--- src/rtl/l2_resp_pkg.sv ---
// Shared types and line-geometry helpers for the L2 line responder and the Icache side.
package l2_resp_pkg;

  typedef enum logic [1:0] {
    IDLE,
    ADDR,
    DATA,
    RESP
  } state_t;

  localparam int BURST_LEN_W = 8;

  function automatic int calc_offset_width(input int data_w, input int blk_size);
    return $clog2(data_w * blk_size / 8);
  endfunction

  function automatic int calc_cache_width(input int data_w, input int blk_size);
    return data_w * blk_size;
  endfunction

endpackage

--- src/rtl/icache_l2_line_responder.sv ---
// Icache line-fill responder: issues one read burst per line request, assembles
// the beats into a line buffer and returns the whole line on a one-cycle pulse.
module icache_l2_line_responder
  import l2_resp_pkg::*;
#(
  parameter int data_width    = 32,
  parameter int address_width = 32,
  parameter int block_size    = 32,
  localparam int offset_width = calc_offset_width(data_width, block_size),
  localparam int cache_width  = calc_cache_width(data_width, block_size)
) (
  input  logic                                  CLK,
  input  logic                                  RST,
  input  logic                                  ADDR_FROM_L1_VALID,
  input  logic [address_width-offset_width-1:0] ADDR_FROM_L1,
  output logic [cache_width-1:0]                DATA_TO_L1,
  output logic                                  DATA_TO_L1_VALID,
  output logic                                  BUSY,
  output logic                                  MEM_ARVALID,
  input  logic                                  MEM_ARREADY,
  output logic [address_width-1:0]              MEM_ARADDR,
  output logic [BURST_LEN_W-1:0]                MEM_ARLEN,
  input  logic                                  MEM_RVALID,
  output logic                                  MEM_RREADY,
  input  logic [data_width-1:0]                 MEM_RDATA,
  input  logic                                  MEM_RLAST,
  output logic                                  ERR
);

  localparam int BEAT_W = (block_size > 1) ? $clog2(block_size) : 1;
  localparam logic [BEAT_W-1:0] LAST_BEAT = BEAT_W'(block_size - 1);

  state_t                                state;
  state_t                                next_state;
  logic [address_width-offset_width-1:0] line_addr;
  logic [BEAT_W-1:0]                     beat;
  logic [data_width-1:0]                 line_buf [block_size];
  logic                                  err;
  logic                                  beat_fire;
  logic                                  last_beat;

  assign beat_fire = MEM_RVALID & MEM_RREADY;
  assign last_beat = (beat == LAST_BEAT);

  always_ff @(posedge CLK or posedge RST) begin
    if (RST) begin
      state <= IDLE;
    end else begin
      state <= next_state;
    end
  end

  // Completion is counted locally; MEM_RLAST only feeds the error flag.
  always_comb begin
    next_state = state;
    unique case (state)
      IDLE:    if (ADDR_FROM_L1_VALID) next_state = ADDR;
      ADDR:    if (MEM_ARREADY) next_state = DATA;
      DATA:    if (beat_fire && last_beat) next_state = RESP;
      RESP:    next_state = IDLE;
      default: next_state = IDLE;
    endcase
  end

  always_comb begin
    MEM_ARVALID      = 1'b0;
    MEM_RREADY       = 1'b0;
    DATA_TO_L1_VALID = 1'b0;
    BUSY             = (state != IDLE);
    unique case (state)
      ADDR:    MEM_ARVALID = 1'b1;
      DATA:    MEM_RREADY = 1'b1;
      RESP:    DATA_TO_L1_VALID = 1'b1;
      default: ;
    endcase
  end

  always_ff @(posedge CLK or posedge RST) begin
    if (RST) begin
      line_addr <= '0;
      beat      <= '0;
      err       <= 1'b0;
    end else begin
      if (state == IDLE && ADDR_FROM_L1_VALID) begin
        line_addr <= ADDR_FROM_L1;
      end
      if (state == ADDR && MEM_ARREADY) begin
        beat <= '0;
      end else if (beat_fire) begin
        beat <= beat + 1'b1;
      end
      if (beat_fire && (MEM_RLAST != last_beat)) begin
        err <= 1'b1;
      end
    end
  end

  // Beat k lands in word k, matching the Icache word select on addr[offset-1:2].
  always_ff @(posedge CLK or posedge RST) begin
    if (RST) begin
      for (int i = 0; i < block_size; i++) begin
        line_buf[i] <= '0;
      end
    end else if (beat_fire) begin
      line_buf[beat] <= MEM_RDATA;
    end
  end

  for (genvar g = 0; g < block_size; g++) begin : g_line_out
    assign DATA_TO_L1[g*data_width +: data_width] = line_buf[g];
  end

  assign MEM_ARADDR = {line_addr, {offset_width{1'b0}}};
  assign MEM_ARLEN  = BURST_LEN_W'(block_size - 1);
  assign ERR        = err;

endmodule

--- config.mk ---
export PLATFORM = sky130hd
export DESIGN_NAME = icache_l2_line_responder
export DESIGN_NICKNAME = d
export VERILOG_FILES = /design/src/rtl/l2_resp_pkg.sv /design/src/rtl/icache_l2_line_responder.sv
export SDC_FILE = /design/constraint.sdc
export NUM_CORES = 2
export LEC_CHECK = 0
export CAP_MARGIN = 20
export CORE_AREA = 2 2 445 447
export DETAILED_ROUTE_END_ITERATION = 7
export DIE_AREA = 0 0 447 449
export PLACE_DENSITY = 0.41
export SETUP_SLACK_MARGIN = 0.3
export SYNTH_ARGS = -nofsm -noshare
export SYNTH_HDL_FRONTEND = slang
export SYNTH_SLANG_ARGS = --single-unit
--- constraint.sdc ---
create_clock -name CLK -period 57.1 [get_ports CLK]
set_input_delay 14.275 -clock CLK [delete_from_list [all_inputs] [get_ports CLK]]
set_output_delay 14.275 -clock CLK [all_outputs]
set_load 0.02 [all_outputs]
==> impl_metrics.toml <==
[outcome]
status = "finished clean"

[setup_path]
arrival_ns = 19.40
rr_worst_depth = 6
reg2reg_from = "state[0]"
cp-end-kind = "async pin"
regToRegSetupSlack_ns = 53.59
cp-startpoint = "RST"
crit_required_ns = 57.92
path_max_fanout = 140
path_class = "in2async"
startpoint_type = "input port"
timing.rr.end = "DATA_TO_L1[626]"

[finish]
stdcell_count = 6282
areaGrowthSynthToFinish_pct = 46.6
layout-drive-gt1-share = 0.366
fin_nets = 3601
fin_area_um2 = 58400
final_util = 0.297

[route]
ant_nets = 0
drtIter0Drc = 1093
drt-total-wl_um = 178000
viasPerCell = 4.01
drtPass1Iterations = 4
drc = 0
wl_per_cell_um = 28.3
vias = 25204

[sta]
fin_crit_sh = 0.325
fmax_mhz = 53.8
hold_viol_final = 0
holdWs_ns = 0.486
finalCriticalPeriod_ns = 18.58
fin_skew_ns = 0.0269
setup_viol = 0
tightest_slew_ns = 1.12
drv_slew = 0
slew_headroom = 0.254
tns_ns = 0
rsz0062_at_grt = "false"

[place]
post_dp_cell_area_um2 = 53900
dp.cells = 6032
place_congestion = 0.729
portBuffers = 1116
dp_hpwl_um = 121000

[worst_hold_path]
hold_start = "DATA_TO_L1[124]"
min_path_type = "reg2reg"
min_to = "DATA_TO_L1[124]"
whs_path_depth = 1

[clocking]
cts_hold_buf = 0
cts_buffer_depth = 3
cts_post_setup_buffers_inserted = 0
insertion_delay_ns = 0.78
cts-buffers-inserted = 135
cts-resized-gates = 0
cts-htree-levels = 4
clk_pin_slew_ns = 0.05
tritoncts = "built"
cts_root_buf = "clkbuf_16"
clock_sinks = 1057

[grt]
grt_start_max_net_pins = 169
track_usage = 0.174
gr-usage-met3 = 0.0495
grt_use_met1 = 0.198
grt_remaining_overflow = 0
antenna_found_initial = 22
grt_use_met2 = 0.305
grt_pass1_vias = 26087
grt_pass1_wl_um = 239000
grt.busiest_layer = "met2"

[synth]
syn_inst = 2419
ys_seq_elements = 1057
async_flop_share = 1.00
syn-cell-area_um2 = 39800
synth_flop_cell = "dfrtp_1"
synth_cell_types = 26
ys_seq_area_frac = 0.664
synth-edff-count = 0
synth_area_per_cell_um2 = 16.5
synth_warnings = 0

[power]
comb_power_share = 0.220
p_leak_nw = 26.8
clockPowerShare = 0.382
pwr-share-seq = 0.399
power_switching_w = 0.000662
switching_share = 0.297
powerDensity_nw_per_um2 = 38.2
peakVddDrop_v = 0.0000259
p_int_w = 0.00157

[die]
io_pins = 1132
fp.dieH_um = 449
rows = 163
die_area_um2 = 201000
initial_core_util = 0.203
core_area_um2 = 196000
die_x_um = 447

[run]
cap_violations = 0
per-stage QoR:
| step | total power [W] | worst slack [ns] |
|---|---|---|
| 2_1_floorplan | 0.00113 | 13.07 |
| 3_3_place_gp | 0.00139 | 37.45 |
| 3_5_place_dp | 0.00140 | 37.45 |
| 4_1_cts | 0.00227 | 38.31 |
| 5_1_grt | 0.00232 | 37.79 |
| 6_report | 0.00223 | 38.52 |
cell usage after synthesis (all sizes together), types with 2 or more instances:
master  number  area share
a21oi        3     0.00038
buf        113       0.015
clkbuf     109       0.010
conb         2     0.00019
dfrtp     1057        0.66
ha           9      0.0028
inv          7     0.00066
mux2      1050        0.30
nand2        8     0.00075
nand2b       4     0.00063
nand3        4     0.00050
nand4        4     0.00063
nand4b       4     0.00088
nor2        26      0.0025
or3          9      0.0014
xnor2        2     0.00044
layer usage:
layer,vias to the layer above,share of wire
li1,10661,-
met1,13462,0.38
met2,843,0.51
met3,238,0.069
met4,0,0.038
met5,-,0
how the worst max path moves through the flow:
stage               slack (ns)               to
floorplan                13.07    DATA_TO_L1[0]
global placement         37.45  DATA_TO_L1[265]
detailed placement       37.45  DATA_TO_L1[265]
CTS                      38.31  DATA_TO_L1[977]
global route             37.79  DATA_TO_L1[255]
finish                   38.52  DATA_TO_L1[576]
registers in the layout (all words and copies together) (netlist names):
name        cells
line_addr      25
state           2
DATA_TO_L1   1024
beat            5
ERR             1
power by group through the flow:
| stage | combinational (W) | sequential, W | clock (W) |
|---|---|---|---|
| after floorplan | 0.000122 | 0.00101 | 0 |
| after global placement | 0.000497 | 0.000898 | 0 |
| after detailed placement | 0.000498 | 0.000901 | 0 |
| after CTS | 0.000499 | 0.000888 | 0.000881 |
| after global routing | 0.000513 | 0.000899 | 0.000909 |
| final | 0.000489 | 0.000888 | 0.000850 |
placed cells by master (no fill, tap or decap), types with 2 or more instances in the layout:
| cell | synthesis | final |
|---|---|---|
| nand4_1 | 4 | 4 |
| buf_12 | 0 | 3 |
| mux2_1 | 51 | 51 |
| ha_1 | 9 | 9 |
| clkinv_2 | 0 | 14 |
| clkinv_4 | 0 | 4 |
| clkinvlp_4 | 0 | 2 |
| nand2b_1 | 4 | 4 |
| mux2_2 | 999 | 999 |
| buf_2 | 98 | 26 |
| nor2_1 | 26 | 2 |
| nor2_4 | 0 | 24 |
| inv_1 | 7 | 6 |
| nand3_1 | 4 | 4 |
| clkbuf_16 | 0 | 137 |
| buf_4 | 15 | 63 |
| clkdlybuf4s50_1 | 0 | 1089 |
| dfrtp_1 | 1057 | 1057 |
| bufinv_16 | 0 | 3 |
| inv_6 | 0 | 6 |
| or3_2 | 0 | 7 |
| clkbuf_8 | 0 | 30 |
| clkbuf_1 | 109 | 35 |
| diode_2 | 0 | 10 |
| nand2_1 | 8 | 8 |
| clkinv_8 | 0 | 6 |
| clkinv_16 | 0 | 2 |
| a21oi_1 | 3 | 3 |
| nand4b_1 | 4 | 4 |
| xnor2_1 | 2 | 2 |
| conb_1 | 2 | 15 |
cell families after synthesis:
kind of cell	Yosys count	synth area share
flip-flops	1057	0.664
multiplexers	1050	0.297
buffers and inverters	229	0.0261
AND/OR/NAND/NOR	62	0.00773
adder cells (fa/ha/maj)	9	0.00283
AO/OA/AOI/OAI	7	0.00116
XOR/XNOR	3	0.000660
other	2	0.000189
final cells by class:
cell class              instances  area [µm²]
clock buffers                 202        3970
inverters                       7        33.8
flip-flops and latches       1057       26500
fillers                     20011      138000
diodes                         10        25.0
clock inverters                38         440
multi-input cells            1146       12600
well taps                    2640        3300
repair buffers               1182       11600
critical path, stage by stage:
cell and delay [ns]:
clkdlybuf4s50_1 0.50, inv_8 0.58, buf_12 0.65, buf_4 0.70, buf_4 0.81, buf_4 0.86
buf_12 0.58
No activity file was read; power rests on OpenSTA's default activity.
